**src/rtl/mips_pkg.sv**
```systemverilog
// Shared encodings for the MIPS decode/execute slice: opcodes, funct codes,
// ALUop values and the 3-bit ALU operation type.
package mips_pkg;

    localparam logic [5:0] OPC_RTYPE = 6'b000000;
    localparam logic [5:0] OPC_ADDI  = 6'b001000;
    localparam logic [5:0] OPC_SLTI  = 6'b001010;
    localparam logic [5:0] OPC_LW    = 6'b100011;
    localparam logic [5:0] OPC_SW    = 6'b101011;
    localparam logic [5:0] OPC_BEQ   = 6'b000100;
    localparam logic [5:0] OPC_BNE   = 6'b000101;
    localparam logic [5:0] OPC_J     = 6'b000010;
    localparam logic [5:0] OPC_JAL   = 6'b000011;
    localparam logic [5:0] OPC_JR    = 6'b000110;

    localparam logic [5:0] FUNC_ADD  = 6'b100000;
    localparam logic [5:0] FUNC_SUB  = 6'b100010;
    localparam logic [5:0] FUNC_AND  = 6'b100100;
    localparam logic [5:0] FUNC_OR   = 6'b100101;
    localparam logic [5:0] FUNC_SLT  = 6'b101010;

    localparam logic [1:0] ALUOP_MEM   = 2'b00;
    localparam logic [1:0] ALUOP_BR    = 2'b01;
    localparam logic [1:0] ALUOP_RTYPE = 2'b10;
    localparam logic [1:0] ALUOP_SLTI  = 2'b11;

    typedef enum logic [2:0] {
        ALU_AND = 3'b000,
        ALU_OR  = 3'b001,
        ALU_ADD = 3'b010,
        ALU_SUB = 3'b110,
        ALU_SLT = 3'b111
    } alu_ctrl_t;

endpackage

```
**src/rtl/mips_alu.sv**
```systemverilog
// Combinational ALU with zero detect; unassigned operation codes yield 0.
module mips_alu
    import mips_pkg::*;
#(
    parameter int DATA_W = 32
) (
    input  logic [2:0]        op_i,
    input  logic [DATA_W-1:0] a_i,
    input  logic [DATA_W-1:0] b_i,
    output logic [DATA_W-1:0] result_o,
    output logic              zero_o
);

    logic [DATA_W-1:0] res;

    always_comb begin
        res = '0;
        case (op_i)
            ALU_AND: res = a_i & b_i;
            ALU_OR:  res = a_i | b_i;
            ALU_ADD: res = a_i + b_i;
            ALU_SUB: res = a_i - b_i;
            ALU_SLT: res = {{(DATA_W-1){1'b0}}, ($signed(a_i) < $signed(b_i))};
            default: res = '0;
        endcase
    end

    assign result_o = res;
    assign zero_o   = (res == '0);

endmodule

```
**src/rtl/mips_ctrl_alu.sv**
```systemverilog
// ID-stage main controller, EX-stage ALU-control decode and ALU, with a
// registered copy of the zero flag.
module mips_ctrl_alu
    import mips_pkg::*;
#(
    parameter int DATA_W = 32
) (
    input  logic              clk,
    input  logic              rst,
    input  logic [5:0]        opc,
    input  logic              eq,
    input  logic [1:0]        ex_alu_op,
    input  logic [5:0]        func,
    input  logic [DATA_W-1:0] alu_a,
    input  logic [DATA_W-1:0] alu_b,
    output logic              reg_dst,
    output logic              reg_write,
    output logic              jal,
    output logic              jr,
    output logic              jmp,
    output logic              mem_to_reg,
    output logic              mem_read,
    output logic              mem_write,
    output logic              alu_src,
    output logic              pc_src,
    output logic              if_flush,
    output logic [1:0]        alu_op,
    output logic [2:0]        alu_ctrl,
    output logic [DATA_W-1:0] alu_result,
    output logic              zero,
    output logic              zero_q
);

    alu_ctrl_t ctrl;
    logic      zero_d;

    // Reset forces a bubble on every controller output, alu_op included.
    always_comb begin
        reg_dst    = 1'b0;
        reg_write  = 1'b0;
        jal        = 1'b0;
        jr         = 1'b0;
        jmp        = 1'b0;
        mem_to_reg = 1'b0;
        mem_read   = 1'b0;
        mem_write  = 1'b0;
        alu_src    = 1'b0;
        pc_src     = 1'b0;
        alu_op     = ALUOP_MEM;
        if (!rst) begin
            case (opc)
                OPC_RTYPE: begin
                    reg_dst   = 1'b1;
                    reg_write = 1'b1;
                    alu_op    = ALUOP_RTYPE;
                end
                OPC_ADDI: begin
                    alu_src   = 1'b1;
                    reg_write = 1'b1;
                end
                OPC_SLTI: begin
                    alu_src   = 1'b1;
                    reg_write = 1'b1;
                    alu_op    = ALUOP_SLTI;
                end
                OPC_LW: begin
                    alu_src    = 1'b1;
                    mem_read   = 1'b1;
                    mem_to_reg = 1'b1;
                    reg_write  = 1'b1;
                end
                OPC_SW: begin
                    alu_src   = 1'b1;
                    mem_write = 1'b1;
                end
                OPC_BEQ: begin
                    alu_op = ALUOP_BR;
                    pc_src = eq;
                end
                OPC_BNE: begin
                    alu_op = ALUOP_BR;
                    pc_src = ~eq;
                end
                OPC_J: jmp = 1'b1;
                OPC_JAL: begin
                    jmp       = 1'b1;
                    jal       = 1'b1;
                    reg_write = 1'b1;
                end
                OPC_JR: jr = 1'b1;
                default: ;
            endcase
        end
    end

    assign if_flush = pc_src | jmp | jr;

    always_comb begin
        ctrl = ALU_ADD;
        case (ex_alu_op)
            ALUOP_MEM:  ctrl = ALU_ADD;
            ALUOP_BR:   ctrl = ALU_SUB;
            ALUOP_SLTI: ctrl = ALU_SLT;
            default: begin
                case (func)
                    FUNC_ADD: ctrl = ALU_ADD;
                    FUNC_SUB: ctrl = ALU_SUB;
                    FUNC_AND: ctrl = ALU_AND;
                    FUNC_OR:  ctrl = ALU_OR;
                    FUNC_SLT: ctrl = ALU_SLT;
                    default:  ctrl = ALU_ADD;
                endcase
            end
        endcase
    end

    assign alu_ctrl = ctrl;

    mips_alu #(
        .DATA_W (DATA_W)
    ) u_alu (
        .op_i     (alu_ctrl),
        .a_i      (alu_a),
        .b_i      (alu_b),
        .result_o (alu_result),
        .zero_o   (zero)
    );

    assign zero_d = zero;

    always_ff @(posedge clk or posedge rst) begin
        if (rst) zero_q <= 1'b0;
        else     zero_q <= zero_d;
    end

endmodule

```
**config.mk**
```make
export PLATFORM = sky130hd
export DESIGN_NAME = mips_ctrl_alu
export DESIGN_NICKNAME = d
export VERILOG_FILES = /design/src/rtl/mips_pkg.sv /design/src/rtl/mips_alu.sv /design/src/rtl/mips_ctrl_alu.sv
export SDC_FILE = /design/constraint.sdc
export NUM_CORES = 1
export LEC_CHECK = 0
export ABC_AREA = 1
export CORE_MARGIN = 5
export CORE_UTILIZATION = 35
export DETAILED_ROUTE_END_ITERATION = 8
export PLACE_DENSITY = 0.63
export SYNTH_ARGS = -nofsm -noshare
export SYNTH_HDL_FRONTEND = slang
export SYNTH_HIERARCHICAL = 1
export SYNTH_SLANG_ARGS = --single-unit
```
**constraint.sdc**
```tcl
create_clock -name clk -period 2.7 [get_ports clk]
set_input_delay 0.27 -clock clk [delete_from_list [all_inputs] [get_ports clk]]
set_output_delay 0.27 -clock clk [all_outputs]
set_load 0.03 [all_outputs]
```
# After elaboration in Yosys (flattened, before gate mapping)
# Index checks and enable logic that the tools add are counted.
word_totals:
  reg_bits: 1
  input_bits: 81
  out_inout_bits: 50
  elab_cells: 59
classes:
  add_sub_neg: 2
  magnitude_cmp: 1
  n_eq_ne: 19
  mux: 23
  bitwise: 5
  reduce_logical: 8
op_table:
  columns: ["operator", "count"]
  rows:
  - ["32-bit case mux with 5 select lines", 1]
  - ["6-bit equality test, second input constant", 6]
  - ["32-bit adder", 1]
  - ["32-bit bitwise AND", 1]
  - ["32-bit logical NOT", 1]
  - ["32-bit < comparator", 1]
  - ["32-bit bitwise OR", 1]
  - ["32-bit subtractor", 1]
  - ["6-bit by 3-bit equality test with 1-bit output, second input constant", 3]
  - ["1-bit two-way mux", 17]
  - ["6-bit by 2-bit equality test with 1-bit output, second input constant", 2]
  - ["6-bit by 4-bit equality test with 1-bit output, second input constant", 2]
  - ["3-bit case mux with 4 select lines", 1]
  - ["3-bit case mux with 3 select lines", 1]
  - ["3-bit equality test, second input constant", 2]
  - ["6-bit logical NOT", 1]
  - ["2-bit case mux with 3 select lines", 1]
  - ["5-bit OR reduction", 1]
  - ["2-bit OR reduction", 2]
  - ["4-bit OR reduction", 1]
  - ["3-bit by 1-bit equality test with 1-bit output, second input constant", 1]
  - ["3-bit by 2-bit equality test with 1-bit output, second input constant", 1]
  - ["3-bit logical NOT", 1]
  - ["2-bit by 1-bit equality test with 1-bit output, second input constant", 1]
  - ["other kinds (6)", 7]

# Logic depth before layout (Yosys ltp)
# Gate-level depths: netlist of the first run.
logic_depth:
  ltp_word: 6
  mapped_depth: 21
  ltp_nobuf: 20

# Hierarchy
# The synthesis of the first run kept the hierarchy.
by_module_without_submodules:
  columns: ["module", "n_inst", "cells_per_inst", "area_per_inst_um2", "seq_area_each_um2"]
  rows:
  - ["mips_alu", 1, 1380, 6752.7, 0.0]
  - ["mips_ctrl_alu", 1, 73, 360.3, 25.0]

# Worst setup path after synthesis of the first run
# Ideal clock, no wire load.
synth_path:
  kind: "input -> output"
  start: "in func[4]"
  end: "out zero"
  t_arrival_ns: 2.739
  required_ns: 2.430
  path_slack_ns: -0.309
  cell_stages: 14
  path_buffers: 1
  path_cell_list: "inv_1 > nand2_1 > nor4_1 > nand3_1 > nand2_1 > inv_1 > clkbuf_1 > nand3_1 > nand3b_1 > nor2_1 > nand2_1 > nor2_1 > nand3_1 > nor2_1"
synth_between:
  elab_chain_cells: 6
  word_cells_on_any_way: 13
  cone_classes: "8 x eq/ne; 3 x mux; 2 x reduce/logical"
synth_lines:
  columns: ["item", "line", "source"]
  rows:
  - ["from (decl)", "mips_ctrl_alu.sv:13", "input logic [5:0] func,"]
  - ["6-bit equality test", "mips_ctrl_alu.sv:105", "case (func)"]
  - ["3-bit case mux with 4 select lines *", "mips_ctrl_alu.sv:105", null]
  - ["3-bit case mux with 3 select lines *", "mips_ctrl_alu.sv:100", "case (ex_alu_op)"]
  - ["net alu_ctrl[1]", "mips_ctrl_alu.sv:28", "output logic [2:0] alu_ctrl,"]
  - ["3-bit equality test (tied with other cells)", "mips_alu.sv:18", "case (op_i)"]
  - ["32-bit case mux with 5 select lines *", "mips_alu.sv:18", null]
  - ["net alu_result[16]", "mips_ctrl_alu.sv:29", "output logic [DATA_W-1:0] alu_result,"]
  - ["32-bit logical NOT *", "mips_alu.sv:29", "assign zero_o = (res == '0);"]
  - ["to (decl)", "mips_ctrl_alu.sv:30", "output logic zero,"]
# Mark *: on every way through the listed nets, which the timed path passes. The rest lies on a longest branch.

# Final worst setup path of the first run
layout_path:
  start: "in alu_b[3]"
  end: "out zero"
layout_between:
  elab_chain_cells: 3
  word_cells_on_any_way: 7
  cone_classes: "2 x add/sub; 1 x order compare; 1 x mux; 2 x bitwise; 1 x reduce/logical"
layout_lines:
  columns: ["item", "line", "source"]
  rows:
  - ["from (decl)", "mips_ctrl_alu.sv:15", "input logic [DATA_W-1:0] alu_b,"]
  - ["32-bit subtractor (tied with other cells)", "mips_alu.sv:22", "ALU_SUB: res = a_i - b_i;"]
  - ["32-bit case mux with 5 select lines *", "mips_alu.sv:18", null]
  - ["32-bit logical NOT *", "mips_alu.sv:29", null]
# Mark *: on every way between the ends. The rest lies on a longest branch, timed or not.

==> impl_metrics.ini, run 1 <==
[logic_synthesis]
synthArstFlopShare_pct = 100
synth_edf_count = 0
synth_area_per_cell_sq_um = 4.90
synth.net_count = 1634
synth.distinct_cells = 38
netlist_instances = 1453
synth_area_sq_um = 7110
ys_ff_latch = 1
synth_seq_area_share_pct = 0.352
yosysWarningCount = 6
synth-main-ff-cell = dfrtp_1

[run_status]
violations = setup timing
outcome = finished with violations

[die]
io_pins = 131
die-area_sq_um = 23300
core_sq_um = 20100
initial_core_util_pct = 35.4
die_w_microns = 153
rows = 52
die_y_microns = 153

[cells_and_area]
reg_top3 = zero_q (1)
final_common_cell = buf_4
n_fill_cell = 1685
regArea_sq_um = 25.0
syn2layout_area_growth_pct = 96.3
final_cell_mix = 356 x buf_4, 331 x nand2_1, 237 x inv_1
largest_reg_flops = 1
multi_input_area_sq_um = 7670
n_antenna_cell = 0
nets = 2132
regMostFlops = zero_q
drive_gt1_share_pct = 53.1
finalNonFillerCells = 2219

[power]
power.leakage_nw = 7.67
power_density_nw_per_um2 = 243
irDropWorstVdd_v = 0.000144

[placement]
place.gp.congestion = 1.06
portBuffers = 130
hpwl_microns = 27600
place_inst = 2123

[detailed_routing]
drtIter0Drc = 852
via_count = 11100
avgRoutedWirePerCell_microns = 16.2
drt_first_pass_iters = 6
drc = 0
vias_per_cell = 5.01
wl_microns = 35800
antenna_left = 0

[clock_network]
path_clk_slew_ps = 0

[grt]
grt-ovfl-total = 0
track_usage_pct = 28.3
grt_pass1_wl_microns = 54700
antenna_found_initial = 0
grt_max_degree = 21
grt_pass1_vias = 10800

[worst_setup_path]
start_kind = primary input
crit_type = in2out
worstSetupEndpointType = primary output
critPathMaxFanout = 3
worstPathRequired_ps = 2430
crit_arrival_ps = 2710

[sta]
maxSlewHeadroom_pct = 75.9
period_share_pct = 110
tightest_slew_ps = 360
rsz0062_at_grt = true
whs_ps = 686
hold_viol_final = 0
finalWorstSetupSlack_ps = -280
setup_viol = 9
fmaxAchievable_mhz = 336
drv_slew = 0
period_minus_slack_ps = 2980

[min_path]
worstHoldPathType = in2async

[job]
maxCapViolCount = 0
-- per-stage QoR --
step / util, % / setup TNS (ps) / power [mW] / instance area, sq um / setup slack (ps)
after floorplan: - / 0 / 1.22 / 7170 / 15.7
after global placement: 54.6 / -10870 / 2.47 / 11000 / -1030
after detailed placement: 54.6 / -11510 / 2.49 / 11000 / -1020
after CTS: 66.3 / -236 / 3.09 / 13300 / -167
after global routing: 69.5 / -2470 / 3.61 / 14000 / -367
final: 69.5 / -718 / 3.40 / 14000 / -280
-- cell usage after synthesis, types with 2 or more instances --
master     count  area [sq um]
inv_2          7          26.3
o21bai_1       7          52.6
nand3_2       10           100
o21ai_0       27           135
a21oi_1       48           240
nor3_2         2          20.0
buf_2         17          85.1
o2111ai_1      4          35.0
nor2_1       145           544
a31oi_1        6          37.5
inv_1        354          1330
fa_1           2          40.0
nand3b_1       6          45.0
or2_2          2          12.5
xor2_1         2          17.5
buf_4          9          67.6
nand4_1       20           125
buf_6          5          56.3
clkbuf_2       2          10.0
nand2_1      489          1840
nor2_2        18           113
nand3_1      120           601
nand2_2        5          31.3
clkbuf_1       4          15.0
nor2_4         2          22.5
and2_1         3          18.8
o22ai_1       24           150
ha_1          98          1230
nor3_1         6          30.0
-- kinds of logic (layout without fill, tap and decap cells) --
family	after synthesis	in the layout	share of synthesized area (%)
fa+ha+maj	100	100	17.8
xor+xnor	2	2	0.246
flops	1	1	0.352
buf+inv	400	896	22.4
compound gates	120	120	9.60
simple gates	830	830	49.6
-- final cells by class --
cell class	instances	share of cell area, %
tap	270	2.42
inverter	362	9.86
timing repair buffer	534	32.6
sequential	1	0.179
multi-input combinational	1052	54.9
-- report_power, final --
group	leakage [nW]	switching (mW)	total, mW	internal, mW
clock	0	0	0	0
combinational	7.66	1.82	3.38	1.56
sequential	0.0140	0.00000000915	0.0153	0.0153
total	7.67	1.82	3.40	1.58
-- per-layer routing --
metal  vias up  track usage, %  share of wire [%]
li1       5386               -                  -
met1      5128            36.9                 41
met2       524            49.8                 47
met3        89            2.75                8.1
met4         0            7.59                3.7
met5         -               0                  0
-- worst paths after layout --
path | startpoint | endpoint | slack, ps | depth (start not counted)
max in group asynchronous | rst | zero_q | 1890 | 2
worst min-delay path | rst | zero_q | 690 | 2
min in group clk | alu_b[1] | zero_q | 1130 | 9
worst max-delay path | alu_b[3] | zero | -280 | 18
-- what timing repair did --
item                                    4_1_cts  5_1_grt
hold buffers                                  0        0
pin swaps                                   195      141
endpoints found under the hold margin         0        0
resized for setup                           691      231
setup buffers                                87       22
endpoints found under the setup margin       34       31
cloned                                        2        0
-- worst max-delay path, cell delays in order --
cell	delay (ps)
buf_2	120
inv_2	70
ha_4	210
buf_4	140
nand2_2	100
inv_1	50
nand2_1	70
buf_4	110
nand3_2	130
buf_4	180
o21ai_0	270
o2111ai_2	190
nor2_1	150
nand2_1	100
nor2_4	150
nand2_2	100
nor2_4	150
buf_6	150
Power figures use the tool's default switching activity.
==> run 2: changes to the inputs <==
--- a/config.mk
+++ b/config.mk
@@ -8,6 +8,7 @@
 export ABC_AREA = 1
 export CORE_MARGIN = 5
 export CORE_UTILIZATION = 35
+export CTS_BUF_LIST = sky130_fd_sc_hd__clkbuf_16
 export DETAILED_ROUTE_END_ITERATION = 8
 export PLACE_DENSITY = 0.63
 export SYNTH_ARGS = -nofsm -noshare
==> results of run 2 <==
No change in the layout: final DEF, timing and power equal those of run 1.
